$ cat config.mk
export PLATFORM = sky130hd
export DESIGN_NAME = mem_arbiter_flat
export DESIGN_NICKNAME = d
export VERILOG_FILES = /design/src/rtl/mem_arb_pkg.sv /design/src/rtl/mem_arbiter_if.sv /design/src/rtl/mem_arb_picker.sv /design/src/rtl/mem_arbiter.sv /design/src/flat_wrapper.sv
export SDC_FILE = /design/constraint.sdc
export NUM_CORES = 1
export LEC_CHECK = 0
export CAP_MARGIN = 20
export CELL_PAD_IN_SITES_DETAIL_PLACEMENT = 0
export CELL_PAD_IN_SITES_GLOBAL_PLACEMENT = 1
export CORE_AREA = 2 2 207 209
export CTS_CLUSTER_DIAMETER = 30
export DETAILED_ROUTE_END_ITERATION = 8
export DIE_AREA = 0 0 209 211
export GPL_ROUTABILITY_DRIVEN = 1
export HOLD_SLACK_MARGIN = 0.05
export PLACE_DENSITY_LB_ADDON = 0.3
export SKIP_CTS_REPAIR_TIMING = 1
export SLEW_MARGIN = 40
export SYNTH_ARGS = -nofsm -noshare
export SYNTH_HDL_FRONTEND = slang
export SYNTH_SLANG_ARGS = --single-unit
$ cat constraint.sdc
create_clock -name HCLK -period 5.6 [get_ports HCLK]
set_input_delay 1.12 -clock HCLK [delete_from_list [all_inputs] [get_ports HCLK]]
set_output_delay 1.12 -clock HCLK [all_outputs]
set_load 0.02 [all_outputs]
$ cat src/rtl/mem_arb_pkg.sv
// mem_arb_pkg: shared types and helpers for the memory arbiter.
// The optional watchdog is enabled with the MEM_ARB_TIMEOUT_EN macro in mem_arbiter.
package mem_arb_pkg;

    typedef enum logic [0:0] {
        ARB_IDLE = 1'b0,
        ARB_BUSY = 1'b1
    } arb_state_e;

    // Width of a port index: clog2 of the port count, never below one bit.
    function automatic int port_idx_w(input int n);
        return (n > 1) ? $clog2(n) : 1;
    endfunction

endpackage

$ cat src/rtl/mem_arbiter_if.sv
// mem_arbiter_if: requester-side and memory-side signals of the arbiter.
//
// Handshake: a requester holds HTRANS[i] (with its HADDR/HWRITE/HWDATA) high
// until it sees a one-cycle HREADY[i]; HERR/HRDATA are valid only with that
// pulse. On the memory side PSEL stays high with stable PADDR/PWRITE/PDATA
// until PREADY is seen high in a PSEL cycle; PREADY outside PSEL is ignored.
interface mem_arbiter_if #(
    parameter int NUM_PORTS = 2,
    parameter int ADDR_W    = 64,
    parameter int DATA_W    = 64
);
    logic [NUM_PORTS-1:0]        HTRANS;
    logic [NUM_PORTS*ADDR_W-1:0] HADDR;
    logic [NUM_PORTS-1:0]        HWRITE;
    logic [NUM_PORTS*DATA_W-1:0] HWDATA;
    logic [NUM_PORTS-1:0]        HREADY;
    logic [NUM_PORTS-1:0]        HERR;
    logic [DATA_W-1:0]           HRDATA;
    logic [NUM_PORTS-1:0]        stall;
    logic                        PSEL;
    logic [ADDR_W-1:0]           PADDR;
    logic                        PWRITE;
    logic [DATA_W-1:0]           PDATA;
    logic [DATA_W-1:0]           PRDATA;
    logic                        PREADY;

    // The arbiter itself.
    modport slave (
        input  HTRANS, HADDR, HWRITE, HWDATA, PRDATA, PREADY,
        output HREADY, HERR, HRDATA, stall, PSEL, PADDR, PWRITE, PDATA
    );

    // The environment around the arbiter: requesters plus the memory.
    modport master (
        output HTRANS, HADDR, HWRITE, HWDATA, PRDATA, PREADY,
        input  HREADY, HERR, HRDATA, stall, PSEL, PADDR, PWRITE, PDATA
    );
endinterface

$ cat src/rtl/mem_arb_picker.sv
// mem_arb_picker: first asserted request at or after 'start', wrapping around.
// Fixed priority uses start = 0; round-robin uses last_grant + 1.
import mem_arb_pkg::*;

module mem_arb_picker #(
    parameter int NUM_PORTS = 2,
    parameter int IW        = port_idx_w(NUM_PORTS)
) (
    input  logic [NUM_PORTS-1:0] req,
    input  logic [IW-1:0]        start,
    output logic [IW-1:0]        idx,
    output logic                 valid
);

    int j;

    // Scan the ports in circular order from start and keep the first hit.
    always_comb begin
        idx   = '0;
        valid = 1'b0;
        j     = 0;
        for (int k = 0; k < NUM_PORTS; k++) begin
            j = int'(start) + k;
            if (j >= NUM_PORTS) j = j - NUM_PORTS;
            if (!valid && req[j]) begin
                valid = 1'b1;
                idx   = IW'(j);
            end
        end
    end

endmodule

$ cat src/rtl/mem_arbiter.sv
// mem_arbiter: N-port arbiter in front of a single memory port.
// Define MEM_ARB_TIMEOUT_EN to enable the BUSY watchdog (TIMEOUT_CYCLES).
import mem_arb_pkg::*;

module mem_arbiter #(
    parameter int NUM_PORTS      = 2,
    parameter int ADDR_W         = 64,
    parameter int DATA_W         = 64,
    parameter int ROUND_ROBIN    = 0,
    parameter int TIMEOUT_CYCLES = 256
) (
    input  logic          HCLK,
    input  logic          HRESET,
    mem_arbiter_if.slave  bus,
    output arb_state_e    state
);

    localparam int IW = port_idx_w(NUM_PORTS);

    arb_state_e           state_q;
    logic [IW-1:0]        grant;
    logic [IW-1:0]        last_grant;
    logic [IW-1:0]        rr_start;
    logic [IW-1:0]        start;
    logic [IW-1:0]        pick_idx;
    logic                 pick_valid;
    logic [ADDR_W-1:0]    paddr;
    logic                 pwrite;
    logic [DATA_W-1:0]    pdata;
    logic                 busy;
    logic                 timeout;
    logic                 complete;
    logic [NUM_PORTS-1:0] hready;
    logic [NUM_PORTS-1:0] herr;

    assign busy     = (state_q == ARB_BUSY);
    assign rr_start = (last_grant == IW'(NUM_PORTS - 1)) ? '0 : last_grant + IW'(1);
    assign start    = (ROUND_ROBIN != 0) ? rr_start : '0;
    // A watchdog expiry completes the transaction just like PREADY does.
    assign complete = busy && (bus.PREADY || timeout);

    mem_arb_picker #(
        .NUM_PORTS (NUM_PORTS),
        .IW        (IW)
    ) u_picker (
        .req   (bus.HTRANS),
        .start (start),
        .idx   (pick_idx),
        .valid (pick_valid)
    );

`ifdef MEM_ARB_TIMEOUT_EN
    localparam int WW = (TIMEOUT_CYCLES > 1) ? $clog2(TIMEOUT_CYCLES) : 1;
    logic [WW-1:0] wdog;

    assign timeout = busy && (wdog == WW'(TIMEOUT_CYCLES - 1));

    // Count BUSY cycles without PREADY; cleared whenever a new grant is made.
    always_ff @(posedge HCLK or posedge HRESET) begin
        if (HRESET) begin
            wdog <= '0;
        end else if (!busy && pick_valid) begin
            wdog <= '0;
        end else if (busy && !bus.PREADY) begin
            wdog <= wdog + WW'(1);
        end
    end
`else
    // Without the watchdog BUSY waits for PREADY indefinitely.
    logic [31:0] unused_timeout_cycles;
    assign unused_timeout_cycles = 32'(TIMEOUT_CYCLES);
    assign timeout = 1'b0;
`endif

    // IDLE grabs the winner and latches its request; BUSY waits for completion.
    always_ff @(posedge HCLK or posedge HRESET) begin
        if (HRESET) begin
            state_q    <= ARB_IDLE;
            grant      <= '0;
            last_grant <= IW'(NUM_PORTS - 1);
            paddr      <= '0;
            pwrite     <= 1'b0;
            pdata      <= '0;
        end else begin
            case (state_q)
                ARB_IDLE: begin
                    if (pick_valid) begin
                        state_q    <= ARB_BUSY;
                        grant      <= pick_idx;
                        last_grant <= pick_idx;
                        paddr      <= bus.HADDR[int'(pick_idx)*ADDR_W +: ADDR_W];
                        pwrite     <= bus.HWRITE[pick_idx];
                        pdata      <= bus.HWDATA[int'(pick_idx)*DATA_W +: DATA_W];
                    end
                end
                ARB_BUSY: begin
                    if (complete) state_q <= ARB_IDLE;
                end
                default: state_q <= ARB_IDLE;
            endcase
        end
    end

    // Completion pulse to the winner; error only when the watchdog beat PREADY.
    always_comb begin
        hready = '0;
        herr   = '0;
        if (complete) begin
            hready[grant] = 1'b1;
            herr[grant]   = timeout && !bus.PREADY;
        end
    end

    assign bus.HREADY = hready;
    assign bus.HERR   = herr;
    assign bus.HRDATA = bus.PRDATA;
    assign bus.stall  = bus.HTRANS & ~hready;
    assign bus.PSEL   = busy;
    assign bus.PADDR  = paddr;
    assign bus.PWRITE = pwrite;
    assign bus.PDATA  = pdata;
    assign state      = state_q;

endmodule

$ cat src/flat_wrapper.sv
// flat-port wrapper written by rule: the top's interface ports become plain ports
module mem_arbiter_flat 
#(
    parameter int NUM_PORTS      = 2,
    parameter int ADDR_W         = 64,
    parameter int DATA_W         = 64,
    parameter int ROUND_ROBIN    = 0,
    parameter int TIMEOUT_CYCLES = 256
)
  (HCLK, HRESET, state, bus_HTRANS, bus_HADDR, bus_HWRITE, bus_HWDATA, bus_PRDATA, bus_PREADY, bus_HREADY, bus_HERR, bus_HRDATA, bus_stall, bus_PSEL, bus_PADDR, bus_PWRITE, bus_PDATA);
  mem_arbiter_if #(.NUM_PORTS(NUM_PORTS), .ADDR_W(ADDR_W), .DATA_W(DATA_W)) bus_i ();
  input  logic HCLK;
  input  logic HRESET;
  output arb_state_e state;
  input wire logic [$bits(bus_i.HTRANS)-1:0] bus_HTRANS;
  input wire logic [$bits(bus_i.HADDR)-1:0] bus_HADDR;
  input wire logic [$bits(bus_i.HWRITE)-1:0] bus_HWRITE;
  input wire logic [$bits(bus_i.HWDATA)-1:0] bus_HWDATA;
  input wire logic [$bits(bus_i.PRDATA)-1:0] bus_PRDATA;
  input wire logic [$bits(bus_i.PREADY)-1:0] bus_PREADY;
  output wire logic [$bits(bus_i.HREADY)-1:0] bus_HREADY;
  output wire logic [$bits(bus_i.HERR)-1:0] bus_HERR;
  output wire logic [$bits(bus_i.HRDATA)-1:0] bus_HRDATA;
  output wire logic [$bits(bus_i.stall)-1:0] bus_stall;
  output wire logic [$bits(bus_i.PSEL)-1:0] bus_PSEL;
  output wire logic [$bits(bus_i.PADDR)-1:0] bus_PADDR;
  output wire logic [$bits(bus_i.PWRITE)-1:0] bus_PWRITE;
  output wire logic [$bits(bus_i.PDATA)-1:0] bus_PDATA;
  assign bus_i.HTRANS = bus_HTRANS;
  assign bus_i.HADDR = bus_HADDR;
  assign bus_i.HWRITE = bus_HWRITE;
  assign bus_i.HWDATA = bus_HWDATA;
  assign bus_i.PRDATA = bus_PRDATA;
  assign bus_i.PREADY = bus_PREADY;
  assign bus_HREADY = bus_i.HREADY;
  assign bus_HERR = bus_i.HERR;
  assign bus_HRDATA = bus_i.HRDATA;
  assign bus_stall = bus_i.stall;
  assign bus_PSEL = bus_i.PSEL;
  assign bus_PADDR = bus_i.PADDR;
  assign bus_PWRITE = bus_i.PWRITE;
  assign bus_PDATA = bus_i.PDATA;
  mem_arbiter #(.NUM_PORTS(NUM_PORTS), .ADDR_W(ADDR_W), .DATA_W(DATA_W), .ROUND_ROBIN(ROUND_ROBIN), .TIMEOUT_CYCLES(TIMEOUT_CYCLES)) u_core (.HCLK(HCLK), .HRESET(HRESET), .bus(bus_i), .state(state));
endmodule
# Yosys cells after proc, flatten, opt, wreduce, memory -nomap -nowiden
# Cells that the tools add are included.
[op_classes]
n_reduce_logical = 5
order_cmp = 3
shift = 2
n_bitwise = 3
muxes = 11
[op_table]
columns = ["op", "count"]
rows = [
  ["$shiftx A128 B8 Y64", 2],
  ["$mux W1", 8],
  ["$lt A1 B2 Y1 const B", 2],
  ["$logic_and A1 B1 Y1", 3],
  ["$and A2 B2 Y2", 1],
  ["$mux W2", 1],
  ["$not A2 Y2", 1],
  ["$pmux W1 S2", 1],
  ["$reduce_and A2 Y1", 1],
  ["$demux W1 S1", 1],
  ["$ge A1 B1 Y1 const B", 1],
  ["$logic_not A1 Y1", 1],
  ["$not A1 Y1", 1],
]
[totals]
output_inout_bits = 201
inputBits = 327
ff_bits = 131

# Logic depth before layout (Yosys ltp)
# Gate-level depths: netlist (run 1).
[depth]
depth_word = 7
mapped_depth = 6
depth_no_buf = 2

# Hierarchy
# A second synthesis (run 1) with hierarchy kept.
[hier_totals]
hier_cells = 499
area_unflattened_um2 = 6977.9
[modules_own_cells]
columns = ["module", "area_each_um2", "instances", "cells_each", "seq_area_each_um2"]
rows = [
  ["mem_arbiter", 6960.4, 1, 496, 3278.1],
  ["mem_arb_picker", 17.5, 1, 3, 0.0],
]

# Worst setup path after synthesis (run 1)
# No wires, ideal clock.
[synth_path]
path_kind = "input -> output"
from = "in bus_HTRANS[0]"
to = "out bus_stall[0]"
path_buffers = 3
setup_slack_ps = 2592
t_arrival_ps = 1888
cell_stages = 4
cell_sequence = "buf_2 -> buf_2 -> clkbuf_1 -> o21a_1"
[synth_via]
elab_chain_cells = 1
[synth_lines]
columns = ["element", "line_no", "text"]
rows = [
  ["start: declaration", "flat_wrapper.sv:15", "input wire logic [$bits(bus_i.HTRANS)-1:0] bus_HTRANS;"],
  ["$and A2 B2 Y2", "mem_arbiter.sv:117", "assign bus.stall = bus.HTRANS & ~hready;"],
  ["end: declaration", "flat_wrapper.sv:24", "output wire logic [$bits(bus_i.stall)-1:0] bus_stall;"],
]
# No other way between the ends.

# Worst setup path in the final report (run 1)
[layout_path]
from = "in bus_HTRANS[1]"
to = "out bus_stall[1]"
# The elaborated chain is that of the path after synthesis.

==> flow_metrics.tcl, run 1 <==
set metrics [dict create \
    start_util_pct 18.5 \
    finalHoldViolations 0 \
    avgViaCountPerCell 4.38 \
    post-place-ws_ns 2.00 \
    synthToLayoutAreaGrowth_pct 58.1 \
    seq_area_frac_synth_pct 42.4 \
    relSlewSlack_pct 45.5 \
    final.setup.tns_ns 0 \
    worstPathMaxFanout 67 \
    finalCritPeriodShare_pct 63.8 \
    worst_slack_ns 2.03 \
    clk_root_buffer_cell "clkbuf_16" \
    finalCoreUtilization_pct 29.3 \
    grt_pass1_wl_microns 47000 \
    clkTransAtPathRegs_ns 0.06 \
    cp.depth 3 \
    r2r-start "u_core.bus.PSEL$_DFF_PP0_" \
    synth_enable_flop_cells 0 \
    die_h_microns 211 \
    cp-start-kind "input pin" \
    rsz0062_at_grt "false" \
    first_global_vias 7419 \
    cts_tree "done" \
    crit_path_start "bus_HTRANS[1]" \
    drive_gt1_share_pct 5.68 \
    synth_cell_types 23 \
    worstHoldPathCells 2 \
    power.leakage_uw 0.00465 \
    critPathKind "in -> out" \
    gp_congestion 0.730 \
    final_max_slew_viol_count 0 \
    layout_commonest_cell "clkdlybuf4s50_1" \
    antenna_found_initial 2 \
    crit_end "bus_stall[1]" \
    avgSynthCellArea_sq_um 9.84 \
    seqPwrFrac_pct 33.2 \
    period_needed_ns 3.57 \
    fmax_mhz 280 \
    seqCellArea_sq_mm 0.00328 \
    fill_cells 4399 \
    fp.dieW_microns 209 \
    die_area_sq_mm 0.0441 \
    p_int_uw 2550 \
    syn_area_sq_mm 0.00773 \
    swShare_pct 33.2 \
    routed_wl_microns 31500 \
    drv_cap 0 \
    outcome "complete, no violations" \
    multi_input_area_sq_mm 0.00313 \
    drtIter0Drc 425 \
    drtPass1Iterations 4 \
    power_frac_comb_pct 35.5 \
    placementRows 75 \
    slowest_delay_ns 0.61 \
    htree_levels 4 \
    grt_max_degree 109 \
    avgRoutedWirePerCell_microns 19.5 \
    ir_drop_mv 0.167 \
    clockPowerShare_pct 31.2 \
    grt_usage_pct 13.9 \
    critPathCaptureType "primary output" \
    syn_inst 786 \
    rr_endpoint "u_core.bus.PDATA[21]$_DFFE_PP0P_" \
    r2r_cells 5 \
    path_buf_inv 2 \
    final_nets 1388 \
    drc 0 \
    dp_hpwl_microns 21200 \
    pwr_density_cell_mw_per_mm2 312 \
    via_count 7080 \
    synth-seq-cells 131 \
    ant_nets 0 \
    worst_pin_slew_ns 0.817 \
    power.switching_uw 1270 \
    io_pins 528 \
    cp_slowest_cell "clkdlybuf4s50_1" \
    hold_class "reg -> reg" \
    yosysWarnings 0 \
    r2r_slack_ns 3.04 \
    numPortBuffers 397 \
    cts_sinks 131 \
    cts_made_buffers 17 \
    crit_family "buffers and inverters" \
    fin_worst_skew_ns 0.00743 \
    coreArea_sq_mm 0.0418 \
    path_cells "buf_4 > nor2b_1 > clkdlybuf4s50_1" \
    ys.flop_type "dfrtp_1" \
    arrival_ns 2.45 \
    final_cell_mix "clkdlybuf4s50_1, dfrtp_1, inv_1, nor4b_1, nor3b_1" \
    report.final.setup_viol 0 \
    synthArstFlopShare_pct 100 \
    insertion_delay_ns 0.44 \
    cp.required_ns 4.48 \
    cts_buffer_depth 2 \
    grt_overflow 0 \
]
==> final cells by class <==
cell class	count	share of cell area (%)
Timing Repair Buffer	407	33.4
Sequential cell	131	26.8
Multi-Input combinational cell	387	25.6
Tap cell	539	5.52
Clock buffer	24	4.19
Inverter	117	3.63
Clock inverter	8	0.798
Antenna cell	2	0.0409
==> synth_stat cells, types with 2 or more instances <==
cell        n  area, sq um
a211oi_1  115          863
buf_1       2         7.51
buf_2      22          110
buf_4      68          510
buf_6       6         67.6
clkbuf_1   54          203
dfrtp_1   131         3280
inv_1     117          439
nor2b_1     2         12.5
nor3b_1   116          871
nor4b_1   116         1020
o21a_1      2         15.0
o221a_2    13          146
or4b_1     13          130
==> tightest hold or removal path, delay by kind of cell (launching register included) <==
kind                   cells  cell delay (ns)
AOI/OAI and AO/OA          1             0.05
DFF                        1             0.37
buffers and inverters      1             0.05
==> worst min path at each step <==
stage,start,end,slack [ns]
after global routing,u_core.bus.PDATA[5]$_DFFE_PP0P_,u_core.bus.PDATA[5]$_DFFE_PP0P_,0.54
after global placement,u_core.bus.PDATA[46]$_DFFE_PP0P_,u_core.bus.PDATA[46]$_DFFE_PP0P_,0.51
after detailed placement,u_core.bus.PDATA[37]$_DFFE_PP0P_,u_core.bus.PDATA[37]$_DFFE_PP0P_,0.51
after floorplan,u_core.grant$_DFFE_PP0P_,u_core.grant$_DFFE_PP0P_,0.50
after CTS,u_core.bus.PDATA[37]$_DFFE_PP0P_,u_core.bus.PDATA[37]$_DFFE_PP0P_,0.53
final,u_core.bus.PADDR[4]$_DFFE_PP0P_,u_core.bus.PADDR[4]$_DFFE_PP0P_,0.52
==> power by group through the flow <==
stage | combinational [uW] | clock (uW) | sequential, uW
2_1_floorplan | 458 | 0 | 1520
3_3_place_gp | 1350 | 0 | 1290
3_5_place_dp | 1360 | 0 | 1300
4_1_cts | 1360 | 1240 | 1280
5_1_grt | 1450 | 1280 | 1300
6_report | 1360 | 1190 | 1270
==> metrics by stage <==
| step | cells | power, uW | hold WS [ns] | cell area [sq um] |
|---|---|---|---|---|
| finish | 1615 | 3820 | 0.522 | 12200 |
| detailed placement | 1580 | 2650 | 0.512 | 11600 |
| global route | 1615 | 4030 | 0.537 | 12200 |
| CTS | 1612 | 3890 | 0.525 | 12200 |
| global placement | 1580 | 2650 | 0.511 | 11600 |
| floorplan | 787 | 1970 | 0.501 | 7740 |
==> metal layers <==
metal / GRT usage [%] / share of wire (%) / vias up
li1: - / - / 3316
met1: 16.9 / 43 / 3426
met2: 22.5 / 48 / 295
met3: 5.50 / 7.5 / 41
met4: 4.61 / 1.7 / 2
met5: 0.556 / 0.10 / -
==> cell families after synthesis <==
group                  synth area share, %
and+or+nand+nor                       26.5
DFF                                   42.4
AOI/OAI and AO/OA                     13.8
buffers and inverters                 17.3
other                               0.0485
==> state kept, by name (all words and copies together) (netlist names) <==
signal	cells
u_core.bus.PADDR	64
u_core.bus.PDATA	64
u_core.bus.PSEL	1
u_core.bus.PWRITE	1
u_core.grant	1
Power figures use the tool's default switching activity.
==> run 2, diff against run 1 <==
Settings changed: CORE_AREA 2 2 207 209 to 2 2 204 206, DIE_AREA 0 0 209 211 to 0 0 206 208.
Clock period 5.6 ns to 3.12 ns, I/O delays scaled along.
==> run 2 against run 1 <==
Critical path depth did not move; count of clock-buffer cells in the layout increased by 2; wire length decreased by 2.4%.
==> flow_metrics.tcl, run 2 (synthesis gave the netlist of run 1 again) <==
set metrics [dict create \
    cp.required_ns 2.50 \
    final_max_slew_viol_count 0 \
    period_needed_ns 2.71 \
    power.leakage_uw 0.00467 \
    routed_wl_microns 30700 \
    rr_endpoint "u_core.bus.PDATA[39]$_DFFE_PP0P_" \
    drc 0 \
    hold_class "reg -> reg" \
    fmax_mhz 369 \
    antenna_cells 0 \
    relSlewSlack_pct 55.6 \
    cts_buffer_depth 2 \
    cp-start-kind "flop" \
    cts_sinks 131 \
    r2r_slack_ns 0.97 \
    final_cell_mix "clkdlybuf4s50_1, dfrtp_1, inv_1, nor4b_1, nor3b_1" \
    avgRoutedWirePerCell_microns 19.1 \
    slowest_delay_ns 0.62 \
    clk_root_buffer_cell "clkbuf_16" \
    min-delay-start "u_core.bus.PDATA[42]$_DFFE_PP0P_" \
    first_global_vias 7313 \
    synthToLayoutAreaGrowth_pct 58.5 \
    grt_max_degree 134 \
    antenna_found_initial 0 \
    grt_overflow 0 \
    insertion_delay_ns 0.43 \
    htree_levels 4 \
    drive_gt1_share_pct 5.32 \
    die_area_sq_mm 0.0428 \
    coreArea_sq_mm 0.0406 \
    fin_worst_skew_ns 0.00653 \
    critPathKind "reg -> out" \
    drv_cap 0 \
    path_cells "and3_1 > nor2b_1 > clkdlybuf4s50_1" \
    drtIter0Drc 460 \
    avgViaCountPerCell 4.36 \
    grt_usage_pct 14.0 \
    finalHoldViolations 0 \
    start_util_pct 19.1 \
    cts_tree "done" \
    min_to "u_core.bus.PDATA[42]$_DFFE_PP0P_" \
    critPathCaptureType "primary output" \
    clkTransAtPathRegs_ns 0.06 \
    worst_pin_slew_ns 0.666 \
    rsz0062_at_grt "false" \
    r2r_cells 4 \
    pwr_density_cell_mw_per_mm2 555 \
    worstHoldPathCells 2 \
    finalCritPeriodShare_pct 86.9 \
    io_pins 528 \
    final_nets 1388 \
    worstPathMaxFanout 27 \
    arrival_ns 2.09 \
    cp_slowest_cell "dfrtp_4" \
    gp_congestion 0.749 \
    numPortBuffers 397 \
    final.setup.tns_ns 0 \
    grt_pass1_wl_microns 45600 \
    ant_nets 0 \
    drtPass1Iterations 4 \
    worst_slack_ns 0.410 \
    layout_commonest_cell "clkdlybuf4s50_1" \
    report.final.setup_viol 0 \
    fp.dieW_microns 206 \
    die_h_microns 208 \
    ir_drop_mv 0.327 \
    outcome "complete, no violations" \
    post-place-ws_ns 0.480 \
    dp_hpwl_microns 20700 \
    placementRows 74 \
    via_count 6989 \
    r2r-start "u_core.bus.PSEL$_DFF_PP0_" \
    cts_made_buffers 17 \
]
==> run 2: layout make-up <==
class / instances / area [sq um]
Clock buffer: 26 / 519
Clock inverter: 4 / 70.1
Fill cell: 4259 / 28300
Inverter: 117 / 443
Multi-Input combinational cell: 387 / 3130
Sequential cell: 131 / 3280
Tap cell: 532 / 666
Timing Repair Buffer: 407 / 4150
==> run 2: per-layer routing <==
layer | track usage [%] | wire, microns | up-vias | share of wire (%)
met3 | 5.09 | 2530 | 33 | 8.2
li1 | - | - | 3313 | -
met4 | 4.33 | 554 | 0 | 1.8
met5 | 0 | 0 | - | 0
met2 | 23.0 | 14900 | 298 | 48
met1 | 16.8 | 12800 | 3345 | 42
==> run 2: worst max-delay path, delay by kind of cell, from the launching register on <==
family                 cells  cell delay (ns)
flip-flops                 1             0.62
buffers and inverters      1             0.61
AND/OR/NAND/NOR            2             0.42
==> run 2: metrics by stage <==
step                area, sq um  hold slack (ns)  power, uW  utilization (%)  instances
floorplan                  7740            0.501       3540                -        787
global placement          11700            0.510       4770             28.8       1574
detailed placement        11700            0.512       4770             28.8       1574
CTS                       12300            0.524       6960             30.2       1604
global route              12300            0.540       7200             30.2       1604
finish                    12300            0.520       6810             30.2       1604
==> run 2: worst max-delay path by stage <==
stage / depth (start not counted) / to / startpoint / slack (ns)
2_1_floorplan: 1 / u_core.bus.PADDR[0]$_DFFE_PP0P_ / HRESET / 0.87
3_3_place_gp: 4 / bus_stall[1] / bus_PREADY / 0.48
3_5_place_dp: 4 / bus_stall[1] / bus_PREADY / 0.48
4_1_cts: 3 / bus_stall[1] / u_core.bus.PSEL$_DFF_PP0_ / 0.35
5_1_grt: 3 / bus_stall[1] / u_core.bus.PSEL$_DFF_PP0_ / 0.31
6_report: 3 / bus_stall[1] / u_core.bus.PSEL$_DFF_PP0_ / 0.41
==> run 2: power by group <==
| group | total, uW | leakage, uW | internal (uW) | switching [uW] |
|---|---|---|---|---|
| logic | 2450 | 0.00295 | 1230 | 1220 |
| registers | 2270 | 0.00143 | 2060 | 209 |
| clock network | 2090 | 0.000292 | 1300 | 797 |
| total | 6810 | 0.00467 | 4590 | 2220 |
